--- config.mk ---
export PLATFORM = sky130hd
export DESIGN_NAME = systolic_skew_feeder
export DESIGN_NICKNAME = d
export VERILOG_FILES = /design/src/rtl/systolic_skew_feeder.sv
export SDC_FILE = /design/constraint.sdc
export NUM_CORES = 1
export LEC_CHECK = 0
export CORE_MARGIN = 3
export CORE_UTILIZATION = 29
export DETAILED_ROUTE_END_ITERATION = 6
export PLACE_DENSITY = 0.54
export SYNTH_ARGS = -nofsm -noshare
export SYNTH_HDL_FRONTEND = slang
export SYNTH_SLANG_ARGS = --single-unit
--- constraint.sdc ---
create_clock -name clk -period 16.16 [get_ports clk]
set_clock_uncertainty 0.05 [all_clocks]
set_input_delay 3.232 -clock clk [delete_from_list [all_inputs] [get_ports clk]]
set_output_delay 3.232 -clock clk [all_outputs]
set_load 0.05 [all_outputs]
--- src/rtl/systolic_skew_feeder.sv ---
// Edge feeder for the systolic MAC array: buffers K vectors of N lanes, then
// drives them out skewed so lane i trails lane 0 by i cycles.
module systolic_skew_feeder #(
  parameter int unsigned DATA_WIDTH = 32,
  parameter int unsigned N          = 4,
  parameter int unsigned K          = 4
) (
  input  logic                    clk,
  input  logic                    rst,
  input  logic                    in_valid,
  output logic                    in_ready,
  input  logic [N*DATA_WIDTH-1:0] in_data,
  output logic [N*DATA_WIDTH-1:0] out_data,
  output logic [N-1:0]            out_valid,
  output logic                    done,
  output logic                    busy
);

  localparam int unsigned STEPS = K + N - 1;
  localparam int unsigned LW    = (K > 1) ? $clog2(K) : 1;
  localparam int unsigned TW    = (STEPS > 1) ? $clog2(STEPS) : 1;

  typedef enum logic {FILL, RUN} state_t;

  state_t                  state_q;
  logic [LW-1:0]           load_cnt;
  logic [TW-1:0]           t_q;
  logic [N*DATA_WIDTH-1:0] mem [K];
  logic [N-1:0]            step_valid;
  logic [N*DATA_WIDTH-1:0] step_data;

  // Tile buffer; contents are don't-care after reset, so no reset here.
  always_ff @(posedge clk) begin
    if (state_q == FILL && in_valid) begin
      mem[load_cnt] <= in_data;
    end
  end

  // Diagonal selection for step t: lane i shows vector t-i while in range.
  always_comb begin
    step_valid = '0;
    step_data  = '0;
    for (int unsigned i = 0; i < N; i++) begin
      if (32'(t_q) >= i && 32'(t_q) < i + K) begin
        step_valid[i] = 1'b1;
        step_data[i*DATA_WIDTH +: DATA_WIDTH] =
          mem[LW'(32'(t_q) - i)][i*DATA_WIDTH +: DATA_WIDTH];
      end
    end
  end

  // Control FSM with registered outputs; outputs default to idle every edge.
  always_ff @(posedge clk or negedge rst) begin
    if (!rst) begin
      state_q   <= FILL;
      load_cnt  <= '0;
      t_q       <= '0;
      in_ready  <= 1'b1;
      busy      <= 1'b0;
      done      <= 1'b0;
      out_valid <= '0;
      out_data  <= '0;
    end else begin
      done      <= 1'b0;
      out_valid <= '0;
      out_data  <= '0;
      case (state_q)
        FILL: begin
          if (in_valid) begin
            if (load_cnt == LW'(K - 1)) begin
              state_q  <= RUN;
              load_cnt <= '0;
              t_q      <= '0;
              in_ready <= 1'b0;
              busy     <= 1'b1;
            end else begin
              load_cnt <= load_cnt + LW'(1);
            end
          end
        end
        RUN: begin
          out_valid <= step_valid;
          out_data  <= step_data;
          if (t_q == TW'(STEPS - 1)) begin
            done     <= 1'b1;
            state_q  <= FILL;
            t_q      <= '0;
            in_ready <= 1'b1;
            busy     <= 1'b0;
          end else begin
            t_q <= t_q + TW'(1);
          end
        end
        default: state_q <= FILL;
      endcase
    end
  end

endmodule
==> results.sh <==
export IMPL_outcome="complete, no violations"
export IMPL_cts_tree="yes"
export IMPL_p_comb_share_pct=31.9
export IMPL_drtAntennaViolNets=0
export IMPL_slowest_stage="buf_4"
export IMPL_multi_input_area_um2=4260
export IMPL_portBuffers=265
export IMPL_grt_total_usage_pct=12.5
export IMPL_regArea_um2=18900
export IMPL_synth_area_um2=23600
export IMPL_grt_pass1_vias=12200
export IMPL_wirelength_um=53100
export IMPL_tightest_slew_ps=1120
export IMPL_cpPeakStageDelay_ps=760
export IMPL_clockBufferDepth=3
export IMPL_finalSetupViolCount=0
export IMPL_p_int_w=0.00378
export IMPL_irDropWorstVdd_mv=0.144
export IMPL_rsz0062_at_grt="false"
export IMPL_post_place_ws_ps=9280
export IMPL_instances_no_fill=2560
export IMPL_grt_ovfl_total=0
export IMPL_grt_max_degree=83
export IMPL_p_seq_share_pct=39.1
export IMPL_postCtsHoldBufs=0
export IMPL_crit_required_ps=16330
export IMPL_syn_instance_count=1147
export IMPL_cap_viol_max_count=0
export IMPL_drive_above_1_share_pct=13.9
export IMPL_placedCellCount=2417
export IMPL_dp_hpwl_um=30000
export IMPL_num_rows=103
export IMPL_synth_edff_count=512
export IMPL_p_per_area_nw_per_um2=191
export IMPL_slew_headroom_pct=25.6
export IMPL_switching_share_pct=33.3
export IMPL_synth_seq_area_share_pct=80.1
export IMPL_viasPerCell=4.39
export IMPL_critPathMostFrequentCell="buf_4"
export IMPL_dieWidth_um=291
export IMPL_fp_dieArea_um2=84800
export IMPL_async_flop_share_pct=21.6
export IMPL_cp_num_buf_inv=3
export IMPL_drv_slew=0
export IMPL_path_cells="clkdlybuf4s50_1 -> nor2b_1 -> and2_4 -> buf_4 -> buf_4"
export IMPL_worst_slack_ps=9990
export IMPL_area_growth_pct=26.0
export IMPL_place_congestion=0.705
export IMPL_critPathTopFamily="buffers and inverters"
export IMPL_worst_setup_path_type="input port to flop"
export IMPL_dr_total_vias=11200
export IMPL_max_freq_mhz=162
export IMPL_yosysTopAreaCellShare_pct=65.2
export IMPL_antenna_found_initial=11
export IMPL_worstSetupStartpointType="input port"
export IMPL_cts_sinks=653
export IMPL_yosys_warnings=0
export IMPL_grt_first_pass_wirelength_um=79400
export IMPL_post_route_drc_count=0
export IMPL_synthTopCellsByArea="edfxtp_1 65%, dfrtp_1 15%, mux4_2 6.1%"
export IMPL_leakagePower_nw=10.4
export IMPL_drt_first_iter_violations=651
export IMPL_p_switching_w=0.00189
export IMPL_fp_dieH_um=291
export IMPL_layout_min_cycle_time_ps=6170
export IMPL_hold_violations=0
export IMPL_total_power_w=0.00567
export IMPL_start_util_pct=29.6
export IMPL_ios=266
export IMPL_synth_common_cells="512 x edfxtp_1, 140 x dfrtp_1, 128 x mux2i_1"
export IMPL_worstSkewPairLatency_ps=590
export IMPL_path_clk_slew_ps=60
export IMPL_synth_avg_cell_area_um2=20.6
export IMPL_ys_flop_type="edfxtp_1"
export IMPL_critPathMaxFanout=49
export IMPL_finalCritPeriodShare_pct=38.2
export IMPL_numCtsBuffers=74
export IMPL_r2r_slack_ps=12430
export IMPL_syn_num_nets=1285
export IMPL_clkPwrFrac_pct=29.0
export IMPL_postCtsSetupRepairBufs=0
export IMPL_hold_path_class="flop to flop"
export IMPL_cts_root_buf="clkbuf_16"
export IMPL_first_pass_iters=5
export IMPL_post_cts_resized=0
export IMPL_synth_seq_cells=653
export IMPL_yosysMostFrequentCell="edfxtp_1"
export IMPL_end_kind="flop"
export IMPL_yosys_area_top_type="edfxtp_1"
export IMPL_htree_levels=3
export IMPL_arrival_ps=6330
export IMPL_core_area_um2=79800
export IMPL_fill_cells=7313
export IMPL_post_drt_wl_per_cell_um=20.7
export IMPL_synth_cell_types=31
export IMPL_final_nets=1581
export IMPL_fin_tns_setup_ps=0
## layout make-up
class | count | share of cell area, %
inverter | 9 | 0.114
antenna | 7 | 0.0589
multi-input combinational | 425 | 14.3
clock buffer | 102 | 6.95
tap | 1050 | 4.42
sequential | 653 | 63.6
clock inverter | 34 | 1.20
timing repair buffer | 280 | 9.31
## power by group through the flow
stage               Clock, W  Combinational, W  Sequential [W]
floorplan                  0          0.000892         0.00263
global placement           0           0.00185         0.00225
detailed placement         0           0.00186         0.00226
CTS                  0.00170           0.00186         0.00223
global route         0.00178           0.00194         0.00225
finish               0.00165           0.00181         0.00222
## per-stage QoR
stage	instance area (µm²)	util [%]	hold WS, ps
floorplan	23600	-	510
global placement	27300	34.2	442
detailed placement	27300	34.2	432
CTS	29700	37.2	441
global route	29700	37.2	478
finish	29700	37.3	445
## routing by layer
layer | track usage [%] | part of all wire (%) | up-vias
met4 | 3.17 | 1.8 | 8
met3 | 3.91 | 6.3 | 93
met5 | 0 | 0.13 | -
li1 | - | - | 5070
met2 | 20.3 | 48 | 278
met1 | 16.4 | 44 | 5792
## registers in the layout, indices dropped and copies added (netlist names)
| signal | count |
|---|---|
| mem | 512 |
| out_data | 128 |
| out_valid | 4 |
| t_q | 3 |
| load_cnt | 2 |
| busy | 1 |
| done | 1 |
| in_ready | 1 |
| state_q | 1 |
## layout by cell type (no fill, tap or decap), types with 2 or more instances in the layout
master / count
nand3_2: 2
clkinv_1: 4
inv_6: 7
nor2b_1: 66
and2_4: 3
dfrtp_1: 138
mux2i_1: 128
inv_1: 9
mux4_2: 64
and2_1: 64
ha_1: 6
edfxtp_1: 512
clkbuf_8: 11
clkbuf_1: 17
o21ai_0: 4
buf_4: 15
bufinv_16: 5
nor2_1: 2
a32o_1: 2
clkinv_2: 13
clkinv_8: 3
clkbuf_16: 74
clkdlybuf4s50_1: 264
nand2_1: 6
o22ai_1: 64
diode_2: 7
## final timing paths
check | startpoint | to | depth (start not counted)
min in group asynchronous | rst | out_data[20] | 1
max reg2reg | t_q[0] | out_data[74] | 5
min | in_ready | in_ready | 2
min reg2reg | in_ready | in_ready | 2
max | in_valid | mem[2][34] | 5
max in group asynchronous | rst | state_q | 2
## kinds of logic after synthesis
group | Yosys count | share of synthesized area, %
adders and majority gates | 7 | 0.371
buffers and inverters | 69 | 1.97
muxes | 193 | 11.6
and+or+nand+nor | 151 | 3.93
AOI/OAI and AO/OA | 74 | 1.99
DFF | 653 | 80.1
## tightest hold or removal path, cell delays in order, from the launching register on
cell and delay (ps):
dfstp_2 370, o21ai_0 70, nand2_1 60
Note: power is estimated with default switching activity, not from simulation.
